File: src/rtl/boot_pkg.sv
`default_nettype none
// ============================================================================
// Module      : boot_pkg
// Description : Shared definitions for the instruction-memory boot loader:
//               loader state encoding, instruction word width (same as the
//               processor's instruction width) and the default pad word.
// Revision    : 1.0 - initial release
// ============================================================================
package boot_pkg;

    // Instruction word width, shared with the processor datapath.
    localparam int c_WORD_W = 32;

    // Default pad word written behind the program.
    localparam logic [c_WORD_W-1:0] c_NOP_DEFAULT = 32'h0000_0000;

    // Loader states, explicitly encoded.
    typedef enum logic [1:0] {
        LOAD = 2'd0,
        FILL = 2'd1,
        HOLD = 2'd2,
        RUN  = 2'd3
    } boot_state_t;

endpackage
`default_nettype wire

File: src/rtl/imem_boot_loader.sv
`default_nettype none
// ============================================================================
// Module      : imem_boot_loader
// Description : Boot-time program loader. Holds the core in reset, streams
//               32-bit instruction words from a valid/ready port into
//               instruction memory starting at address 0, optionally pads
//               the unused tail with NOP_WORD, then releases core_reset after
//               RELEASE_DELAY cycles. A reload request in RUN restarts it.
// Ports       : clk, reset      - clock, asynchronous active-high reset
//               s_valid/s_data/s_last/s_ready - program word stream
//               reload           - restart request, honoured only in RUN
//               imem_we/imem_addr/imem_wdata  - registered memory write port
//               core_reset       - active-high reset to the processor
//               word_count       - program words accepted
//               load_error       - sticky overflow flag (no s_last seen)
//               busy             - high in every state except RUN
// Revision    : 1.0 - initial release
// ============================================================================
module imem_boot_loader
    import boot_pkg::*;
#(
    parameter int                    ADDR_W        = 10,
    parameter int                    DEPTH         = 1024,
    parameter logic [c_WORD_W-1:0]   NOP_WORD      = c_NOP_DEFAULT,
    parameter bit                    FILL_EN       = 1'b1,
    parameter int                    RELEASE_DELAY = 4
) (
    input  logic                clk,
    input  logic                reset,
    input  logic                s_valid,
    input  logic [c_WORD_W-1:0] s_data,
    input  logic                s_last,
    output logic                s_ready,
    input  logic                reload,
    output logic                imem_we,
    output logic [ADDR_W-1:0]   imem_addr,
    output logic [c_WORD_W-1:0] imem_wdata,
    output logic                core_reset,
    output logic [ADDR_W:0]     word_count,
    output logic                load_error,
    output logic                busy
);

    localparam int                c_DLY_W     = $clog2(RELEASE_DELAY + 1);
    localparam logic [c_DLY_W-1:0] c_DLY_INIT = c_DLY_W'(RELEASE_DELAY);
    localparam logic [c_DLY_W-1:0] c_DLY_ONE  = c_DLY_W'(1);
    localparam logic [ADDR_W:0]   c_DEPTH_CNT = (ADDR_W + 1)'(DEPTH);
    localparam logic [ADDR_W:0]   c_CNT_ONE   = (ADDR_W + 1)'(1);
    localparam logic [ADDR_W-1:0] c_LAST_ADDR = ADDR_W'(DEPTH - 1);
    localparam logic [ADDR_W-1:0] c_ADDR_ONE  = ADDR_W'(1);

    boot_state_t         r_state;
    logic                r_core_reset;
    logic                r_ready;
    logic                r_we;
    logic [ADDR_W-1:0]   r_addr;
    logic [c_WORD_W-1:0] r_wdata;
    logic [ADDR_W:0]     r_count;
    logic                r_error;
    logic                r_busy;
    logic [ADDR_W-1:0]   r_fill_addr;
    logic [c_DLY_W-1:0]  r_dly;

    logic                w_accept;
    logic [ADDR_W:0]     w_count_nxt;
    logic                w_at_top;
    logic                w_end;
    logic                w_fill_next;

    // s_ready is only ever high in LOAD, so no separate state qualifier.
    assign w_accept    = s_valid & r_ready;
    assign w_count_nxt = r_count + c_CNT_ONE;
    // In LOAD the count is always below DEPTH, so this marks the final slot.
    assign w_at_top    = (r_count == {1'b0, c_LAST_ADDR});
    assign w_end       = s_last | w_at_top;
    assign w_fill_next = FILL_EN && (w_count_nxt != c_DEPTH_CNT);

    always_ff @(posedge clk or posedge reset) begin
        if (reset) begin
            r_state      <= LOAD;
            r_core_reset <= 1'b1;
            r_ready      <= 1'b1;
            r_we         <= 1'b0;
            r_addr       <= '0;
            r_wdata      <= '0;
            r_count      <= '0;
            r_error      <= 1'b0;
            r_busy       <= 1'b1;
            r_fill_addr  <= '0;
            r_dly        <= '0;
        end else begin
            // Write enable is a single-cycle strobe unless re-armed below.
            r_we <= 1'b0;
            case (r_state)
                LOAD: begin
                    if (w_accept) begin
                        r_we    <= 1'b1;
                        r_addr  <= r_count[ADDR_W-1:0];
                        r_wdata <= s_data;
                        r_count <= w_count_nxt;
                        if (w_end) begin
                            r_ready <= 1'b0;
                            if (!s_last) begin
                                r_error <= 1'b1;
                            end
                            if (w_fill_next) begin
                                r_state     <= FILL;
                                r_fill_addr <= w_count_nxt[ADDR_W-1:0];
                            end else begin
                                r_state <= HOLD;
                                r_dly   <= c_DLY_INIT;
                            end
                        end
                    end
                end
                FILL: begin
                    r_we    <= 1'b1;
                    r_addr  <= r_fill_addr;
                    r_wdata <= NOP_WORD;
                    if (r_fill_addr == c_LAST_ADDR) begin
                        r_state <= HOLD;
                        r_dly   <= c_DLY_INIT;
                    end else begin
                        r_fill_addr <= r_fill_addr + c_ADDR_ONE;
                    end
                end
                HOLD: begin
                    // Counter loaded with RELEASE_DELAY; release on the edge
                    // where it would reach zero.
                    if (r_dly == c_DLY_ONE) begin
                        r_state      <= RUN;
                        r_core_reset <= 1'b0;
                        r_busy       <= 1'b0;
                    end else begin
                        r_dly <= r_dly - c_DLY_ONE;
                    end
                end
                RUN: begin
                    if (reload) begin
                        r_state      <= LOAD;
                        r_core_reset <= 1'b1;
                        r_ready      <= 1'b1;
                        r_busy       <= 1'b1;
                        r_count      <= '0;
                        r_error      <= 1'b0;
                    end
                end
                default: begin
                    r_state <= LOAD;
                end
            endcase
        end
    end

    assign s_ready    = r_ready;
    assign imem_we    = r_we;
    assign imem_addr  = r_addr;
    assign imem_wdata = r_wdata;
    assign core_reset = r_core_reset;
    assign word_count = r_count;
    assign load_error = r_error;
    assign busy       = r_busy;

endmodule
`default_nettype wire

File: config.mk
export PLATFORM = sky130hd
export DESIGN_NAME = imem_boot_loader
export DESIGN_NICKNAME = d
export VERILOG_FILES = /design/src/rtl/boot_pkg.sv /design/src/rtl/imem_boot_loader.sv
export SDC_FILE = /design/constraint.sdc
export NUM_CORES = 1
export LEC_CHECK = 0
export BUFFER_PORTS_ARGS = -buffer_cell sky130_fd_sc_hd__buf_2
export CORE_ASPECT_RATIO = 1.25
export CORE_MARGIN = 5
export CORE_UTILIZATION = 40
export DETAILED_ROUTE_END_ITERATION = 10
export GPL_TIMING_DRIVEN = 1
export SYNTH_ARGS = -nofsm -noshare
export SYNTH_HDL_FRONTEND = slang
export SYNTH_SLANG_ARGS = --single-unit
File: constraint.sdc
create_clock -name clk -period 3.9 [get_ports clk]
set_input_delay 0.585 -clock clk [delete_from_list [all_inputs] [get_ports clk]]
set_output_delay 0.585 -clock clk [all_outputs]
set_load 0.005 [all_outputs]
### Word level (Yosys, flattened, before mapping)

Cells that the tools add are included.

* flip-flop bits (word level): 72
* input bits: 37
* logic and storage cells: 83
* output and inout port bits: 58

* add/subtract/negate cells: 3
* eq/ne operators: 17
* reductions and logical operators: 13
* muxes and demuxes: 38
* bitwise operators: 2

Operators by type and width (number)
* $pmux 32 s2: 1
* $mux 10: 5
* $pmux 10 s2: 2
* $mux 32: 1
* $mux 11: 2
* $pmux 11 s2: 1
* $ne 2x2->1 const B: 10
* $mux 3: 5
* $reduce_and 5->1: 3
* $mux 2: 6
* $add 11x1->11 const B: 1
* $eq 11x10->1 const B: 1
* $ne 11x11->1 const B: 1
* $add 10x1->10 const B: 1
* $eq 10x10->1 const B: 1
* $mux 1: 9
* $pmux 3 s3: 1
* $pmux 1 s2: 4
* $pmux 2 s4: 1
* $reduce_and 3->1: 2
* $reduce_and 6->1: 1
* $reduce_bool 2->1: 3
* $eq 2x2->1 const B: 2
* $reduce_and 4->1: 1
* other kinds (8): 8

### Logic depth before layout (Yosys ltp)

Gate-level depths: netlist of run 1.

* word-level depth: 6
* gate-level depth with buffers: 9
* gate-level depth less buffers: 8

### Least setup slack after synthesis of run 1

No wires, ideal clock.

* path type: register to register
* start point: reg r_count[0] (netlist: word_count[0])
* end point: reg r_fill_addr[0]
* library setup time: 125 ps
* stages on the path, launching flop included: 10
* clock period less this slack: 2349 ps
* arrival time: 2225 ps
* data required time: 3775 ps
* buffers on the path: 2
* setup slack: 1551 ps
* cells stage by stage: dfrtp_1 ha_1 buf_6 and3_2 xnor2_1 a31o_1 and3_4 buf_6 a21oi_4 mux2_2

* cells in the longest elaborated chain, start to end: 5
* elaborated cells on any way between the ends: 11
* classes of those cells: add/sub (1); eq/ne (4); mux (4); bitwise (1); reduce/logical (1)

Ends and longest elaborated chain
* start, declared: RTL line imem_boot_loader.sv:58 `logic [ADDR_W:0] r_count;`
* start signal, assigned: RTL line imem_boot_loader.sv:100 `r_count <= w_count_nxt;`
* parallel branches: the longest is 5 deep, another holds $add 11x1->11
* end signal, assigned: RTL line imem_boot_loader.sv:108 `r_fill_addr <= w_count_nxt[ADDR_W-1:0];`
* end signal, assigned: RTL line imem_boot_loader.sv:124 `r_fill_addr <= r_fill_addr + c_ADDR_ONE;`
* end, declared: RTL line imem_boot_loader.sv:61 `logic [ADDR_W-1:0] r_fill_addr;`

Several ways; the timed one is not identified. The select of a mux whose other input is x is not followed.
A chain may end at the register's enable or synchronous reset.

### Worst setup path in the final report of run 1

Ends and elaborated chain as after synthesis.

==> impl_metrics.yaml, run 1 <==
outcome:
  outcome: "completed"
timing:
  period_share_pct: 68.1
  finalMaxSlewViolations: 0
  fin_setup_tns_ns: 0
  fmax_ghz: 0.376
  hold_ws_ns: 0.231
  relSlewSlack_pct: 54.5
  min_period_ns: 2.66
  hold_viol_final: 0
  tightestPinTransition_ns: 0.683
  clock_skew_ns: 0.00522
  rsz0062_at_grt: "false"
  report.final.setup_viol: 0
grt:
  grt_antenna_before_repair: 0
  grtUsageTotal_pct: 17.5
  grt_pass1_vias: 3070
  grt_pass1_wl_microns: 15000
  grt_max_degree: 55
  grt_overflow_total: 0
finish:
  drive_gt1_share_pct: 30.2
  layout.nets: 480
  final_design_area_no_fill_sq_mm: 0.00451
  syn_to_final_growth_pct: 23.1
  antenna_cells: 0
setup_path:
  critPathMaxFanout: 10
  path_cells: "ha_1 > nand3_1 > nor4b_1 > nor3_1 > o21a_1 > a21oi_4 > mux2_2"
  arrival_ns: 2.88
  crit_path_top_delay_cell: "dfrtp_1"
  cp-start-kind: "flip-flop"
  required_ns: 4.12
  cpPeakStageDelay_ns: 0.46
  setup.worst_path.class: "reg -> reg"
  crit_path_end_kind: "flip-flop"
synthesis:
  synth_edf_count: 0
  yosys.area.top_type: "dfrtp_1"
  ys.flop_type: "dfrtp_1"
  yosys_warnings: 0
  syn_area_sq_mm: 0.00366
  yosysSeqAreaShare_pct: 49.2
  avgSynthCellArea_sq_um: 10.5
  ys_ff_latch: 72
  synthArstFlopShare_pct: 100
  postSynthCellCount: 348
  synth_cell_types: 56
  synth_top_area_share_pct: 47.8
  ys_top_cells_by_area: "dfrtp_1, a22o_1, o21ai_0, mux2i_1, nand2_1"
  syn-num-nets: 393
clock_tree:
  cts.sinks: 72
  root_buffer: "clkbuf_16"
  insertion_delay_ns: 0.33
  clk_pin_slew_ns: 0.06
  ctsHoldBuffers: 0
  cts_htree_levels: 3
  cts_resized: 0
  cts-buffers-inserted: 9
  cts_setup_buffers: 0
  cts_tree: "done"
  cts.path.max_buffers: 2
floorplanning:
  die_x_microns: 95.6
  die_area_sq_mm: 0.0112
  ios: 95
  num_rows: 39
  die_height_microns: 117
  initial_utilization_pct: 40.6
  core_area_sq_mm: 0.00903
detailed_routing:
  wl_per_cell_microns: 16.2
  drc: 0
  firstDrtPassIters: 4
  wl_microns: 9100
  drt_first_iter_violations: 138
  via_count: 3000
  final_antenna_net_count: 0
  viasPerCell: 5.33
placement:
  dp_hpwl_microns: 6540
  placed_cell_area_sq_mm: 0.00418
  port_buffers: 94
  place.gp.congestion: 0.855
worst_hold_path:
  min_path_type: "in -> async"
power_and_ir_drop:
  total_power_uw: 1680
  leakage_uw: 0.00221
  cellPowerDensity_mw_per_mm2: 373
  peakVddDrop_uv: 209
flow_run:
  drv_cap: 0
==> flip-flops by register name (all words and copies together), names as in the netlist <==
register,flops
imem_wdata,32
busy,1
imem_addr,10
word_count,11
r_dly,3
load_error,1
s_ready,1
r_state,2
r_fill_addr,10
imem_we,1
==> critical path, delay by kind of cell, from the launching register on <==
| family | cells | cell delay, ns |
|---|---|---|
| AO/OA/AOI/OAI | 2 | 0.69 |
| adder cells (fa/ha/maj) | 1 | 0.37 |
| flip-flops | 1 | 0.46 |
| multiplexers | 1 | 0.38 |
| AND/OR/NAND/NOR | 3 | 0.64 |
==> placed cells by master, fill, tap and decap left out, drive strengths merged, types with 5 or more instances in the layout <==
cell type,n
buf,99
dfrtp,70
a22o,34
o21ai,32
nand2,31
inv,17
nor2,15
nand3,12
mux2i,12
a21oi,12
xnor2,9
clkbuf,9
ha,8
a2bb2oi,7
mux2,6
nor3,6
a211oi,5
nand4,5
==> area by class of cell <==
class	count	area (sq um)
Sequential cell	72	1800
Tap cell	123	154
Inverter	16	60.1
Clock buffer	9	225
Clock inverter	7	103
Timing Repair Buffer	99	508
Fill cell	843	4520
Multi-Input combinational cell	237	1660
==> final timing paths <==
| path | startpoint | cells past startpoint | to | slack, ns |
|---|---|---|---|---|
| setup / recovery | word_count[0] | 7 | r_fill_addr[0] | 1.24 |
| hold / removal | reset | 2 | imem_wdata[4] | 0.23 |
| setup reg to reg | word_count[0] | 7 | r_fill_addr[0] | 1.24 |
| hold reg to reg | imem_addr[2] | 2 | imem_addr[2] | 0.47 |
| max in group asynchronous | reset | 3 | r_fill_addr[4] | 2.65 |
| min in group clk | s_data[20] | 2 | imem_wdata[20] | 0.46 |
==> synth_stat cells (5+ instances only) <==
| cell | number |
|---|---|
| dfrtp_1 | 70 |
| a22o_1 | 34 |
| o21ai_0 | 32 |
| nand2_1 | 31 |
| inv_1 | 15 |
| nor2_1 | 15 |
| mux2i_1 | 12 |
| nand3_1 | 12 |
| a21oi_1 | 11 |
| clkbuf_1 | 11 |
| xnor2_1 | 9 |
| buf_6 | 8 |
| ha_1 | 8 |
| a2bb2oi_1 | 7 |
| mux2_2 | 6 |
| nor3_1 | 6 |
| a211oi_1 | 5 |
==> where the power goes <==
group	internal (uW)	total [uW]	switching (uW)	leakage, uW
logic	14.3	35.5	21.2	0.00107
registers	748	748	0.220	0.000976
clock network	567	897	330	0.000162
total	1330	1680	351	0.00221
==> stage by stage <==
stage	setup slack [ns]	std cells	utilization, %
after floorplan	1.49	348	-
after global placement	1.33	547	46.3
after detailed placement	1.26	547	46.3
after CTS	1.23	563	50.0
after global routing	1.03	563	50.0
final	1.24	563	50.0
==> logic make-up after synthesis <==
kind of cell / after synthesis / synth area share [%]
AO/OA/AOI/OAI: 111 / 22.0
adder cells (fa/ha/maj): 8 / 2.73
AND/OR/NAND/NOR: 90 / 12.6
flip-flops: 72 / 49.2
buffers and inverters: 39 / 5.91
multiplexers: 18 / 5.12
XOR/XNOR: 10 / 2.39
==> per-layer routing <==
layer  track usage (%)  routed length, microns  vias up
li1                  -                       -     1449
met1              22.9                    3970     1421
met2              26.9                    4240      107
met3              4.09                     571       23
met4              9.20                     316        0
met5                 0                       0        -
Power figures use the tool's default switching activity.
==> run 2: changes to the inputs <==
==> constraint.sdc (replaced) <==
create_clock -name clk -period 2.5 [get_ports clk]
set_input_delay 0.375 -clock clk [delete_from_list [all_inputs] [get_ports clk]]
set_output_delay 0.375 -clock clk [all_outputs]
set_load 0.005 [all_outputs]
==> run 2 against run 1 <==
  * Critical path type unchanged
  * Highest routed layer unchanged
  * Maximum frequency is 15% higher
  * Combinational power is 65% higher
  * Die area stayed put
  * Global-route usage is 0.35 points higher
  * Largest power group is now sequential cells
  * First-iteration DRC count is 10% higher
  * Final cell count is 2.3% higher
  * Flip-flop and latch count stayed put
  * Via count is 1.9% higher
  * Worst setup slack worse by 1.0 ns
  * Clock-buffer cell count is 1 higher
==> impl_metrics.yaml, run 2 (synthesized netlist as in run 1, its figures left out) <==
clock_tree:
  insertion_delay_ns: 0.33
  cts_setup_buffers: 0
  cts_htree_levels: 3
  root_buffer: "clkbuf_16"
  cts.sinks: 72
  clk_pin_slew_ns: 0.06
  cts.path.max_buffers: 2
  ctsHoldBuffers: 0
  cts_resized: 0
  cts-buffers-inserted: 9
  cts_tree: "done"
timing:
  period_share_pct: 92.3
  finalMaxSlewViolations: 0
  clock_skew_ns: 0.00443
  report.final.setup_viol: 0
  relSlewSlack_pct: 53.7
  rsz0062_at_grt: "false"
  fin_setup_tns_ns: 0
  min_period_ns: 2.31
  tightestPinTransition_ns: 0.694
  hold_ws_ns: 0.149
  hold_viol_final: 0
  fmax_ghz: 0.433
outcome:
  outcome: "completed"
setup_path:
  arrival_ns: 2.56
  setup.worst_path.class: "reg -> reg"
  crit_buf_inv: 0
  cp-startpoint: "r_fill_addr[0]"
  path_delay_family: "compound AO/OA/AOI/OAI gates"
  cpPeakStageDelay_ns: 0.42
  cp-start-kind: "flip-flop"
  r2r_start: "r_fill_addr[0]"
  required_ns: 2.75
  crit_path_end_kind: "flip-flop"
  rrSetupSlack_ns: 0.19
  path_cells: "ha_1 > nand3_1 > o41ai_2 > o311ai_0 > or3b_1 > a21oi_1 > mux2i_1"
  crit_path_top_delay_cell: "or3b_1"
  critPathMaxFanout: 5
placement:
  dp_hpwl_microns: 6850
  place.gp.congestion: 0.882
  port_buffers: 94
power_and_ir_drop:
  total_power_uw: 2390
  power_frac_clock_pct: 48.8
  leakage_uw: 0.00225
  power_switching_uw: 527
  combPwrFrac_pct: 2.5
  power.internal_uw: 1870
  peakVddDrop_uv: 439
  p_seq_share_pct: 48.8
  cellPowerDensity_mw_per_mm2: 522
  sw_frac_of_total_pct: 22.0
detailed_routing:
  wl_microns: 9400
  firstDrtPassIters: 5
  viasPerCell: 5.31
  final_antenna_net_count: 0
  via_count: 3056
  drt_first_iter_violations: 152
  drc: 0
  wl_per_cell_microns: 16.3
worst_hold_path:
  min_path_type: "in -> async"
grt:
  grt_overflow_total: 0
  grt_antenna_before_repair: 0
  grt_max_degree: 52
  grtUsageTotal_pct: 17.8
  grt_pass1_vias: 3117
  grt_pass1_wl_microns: 15300
floorplanning:
  die_x_microns: 95.6
  die_height_microns: 117
  initial_utilization_pct: 40.6
  ios: 95
  core_area_sq_mm: 0.00903
  num_rows: 39
  die_area_sq_mm: 0.0112
finish:
  largest_register_ffs: 32
  syn_to_final_growth_pct: 25.0
  final_util_pct: 50.7
  layout_commonest_cell: "buf_2"
  layout.nets: 493
  final_cell_mix: "buf_2, dfrtp_1, a22o_1, o21ai_0, nand2_1"
  antenna_cells: 0
  drive_gt1_share_pct: 32.7
flow_run:
  drv_cap: 0
## run 2: per-layer routing
layer	up-vias	share of wire (%)	global-route usage (%)	routed length, microns
li1	1471	-	-	-
met1	1466	43	22.8	4080
met2	105	49	28.8	4610
met3	14	5.4	3.45	509
met4	0	2.1	8.82	200
met5	-	0	0	0
## run 2: cell type report
| class | count | area, sq um |
|---|---|---|
| Multi-Input combinational cell | 237 | 1670 |
| Clock buffer | 10 | 229 |
| Clock inverter | 6 | 43.8 |
| Tap cell | 123 | 154 |
| Inverter | 16 | 60.1 |
| Timing Repair Buffer | 112 | 618 |
| Fill cell | 843 | 4450 |
| Sequential cell | 72 | 1800 |
## run 2: power by group through the flow
stage | clock [uW] | combinational, uW | sequential [uW]
after floorplan | 0 | 19.4 | 1190
after global placement | 0 | 60.9 | 1190
after detailed placement | 0 | 61.5 | 1190
after CTS | 1210 | 61.5 | 1170
after global routing | 1260 | 68.5 | 1170
final | 1170 | 58.7 | 1170
## run 2: final timing paths
| check | endpoint | cells after the start |
|---|---|---|
| min | imem_wdata[1] | 2 |
| max in group asynchronous | busy | 3 |
| max reg2reg | r_dly[1] | 7 |
| max | r_dly[1] | 7 |
| min reg2reg | imem_addr[5] | 2 |
| min in group clk | imem_wdata[13] | 2 |
## run 2: stage by stage
| stage | cells | instance area [sq um] | worst slack [ns] |
|---|---|---|---|
| 2_1_floorplan | 348 | 3660 | 0.151 |
| 3_3_place_gp | 560 | 4290 | 0.205 |
| 3_5_place_dp | 560 | 4290 | 0.0949 |
| 4_1_cts | 576 | 4570 | 0.0580 |
| 5_1_grt | 576 | 4580 | 0.00310 |
| 6_report | 576 | 4580 | 0.193 |
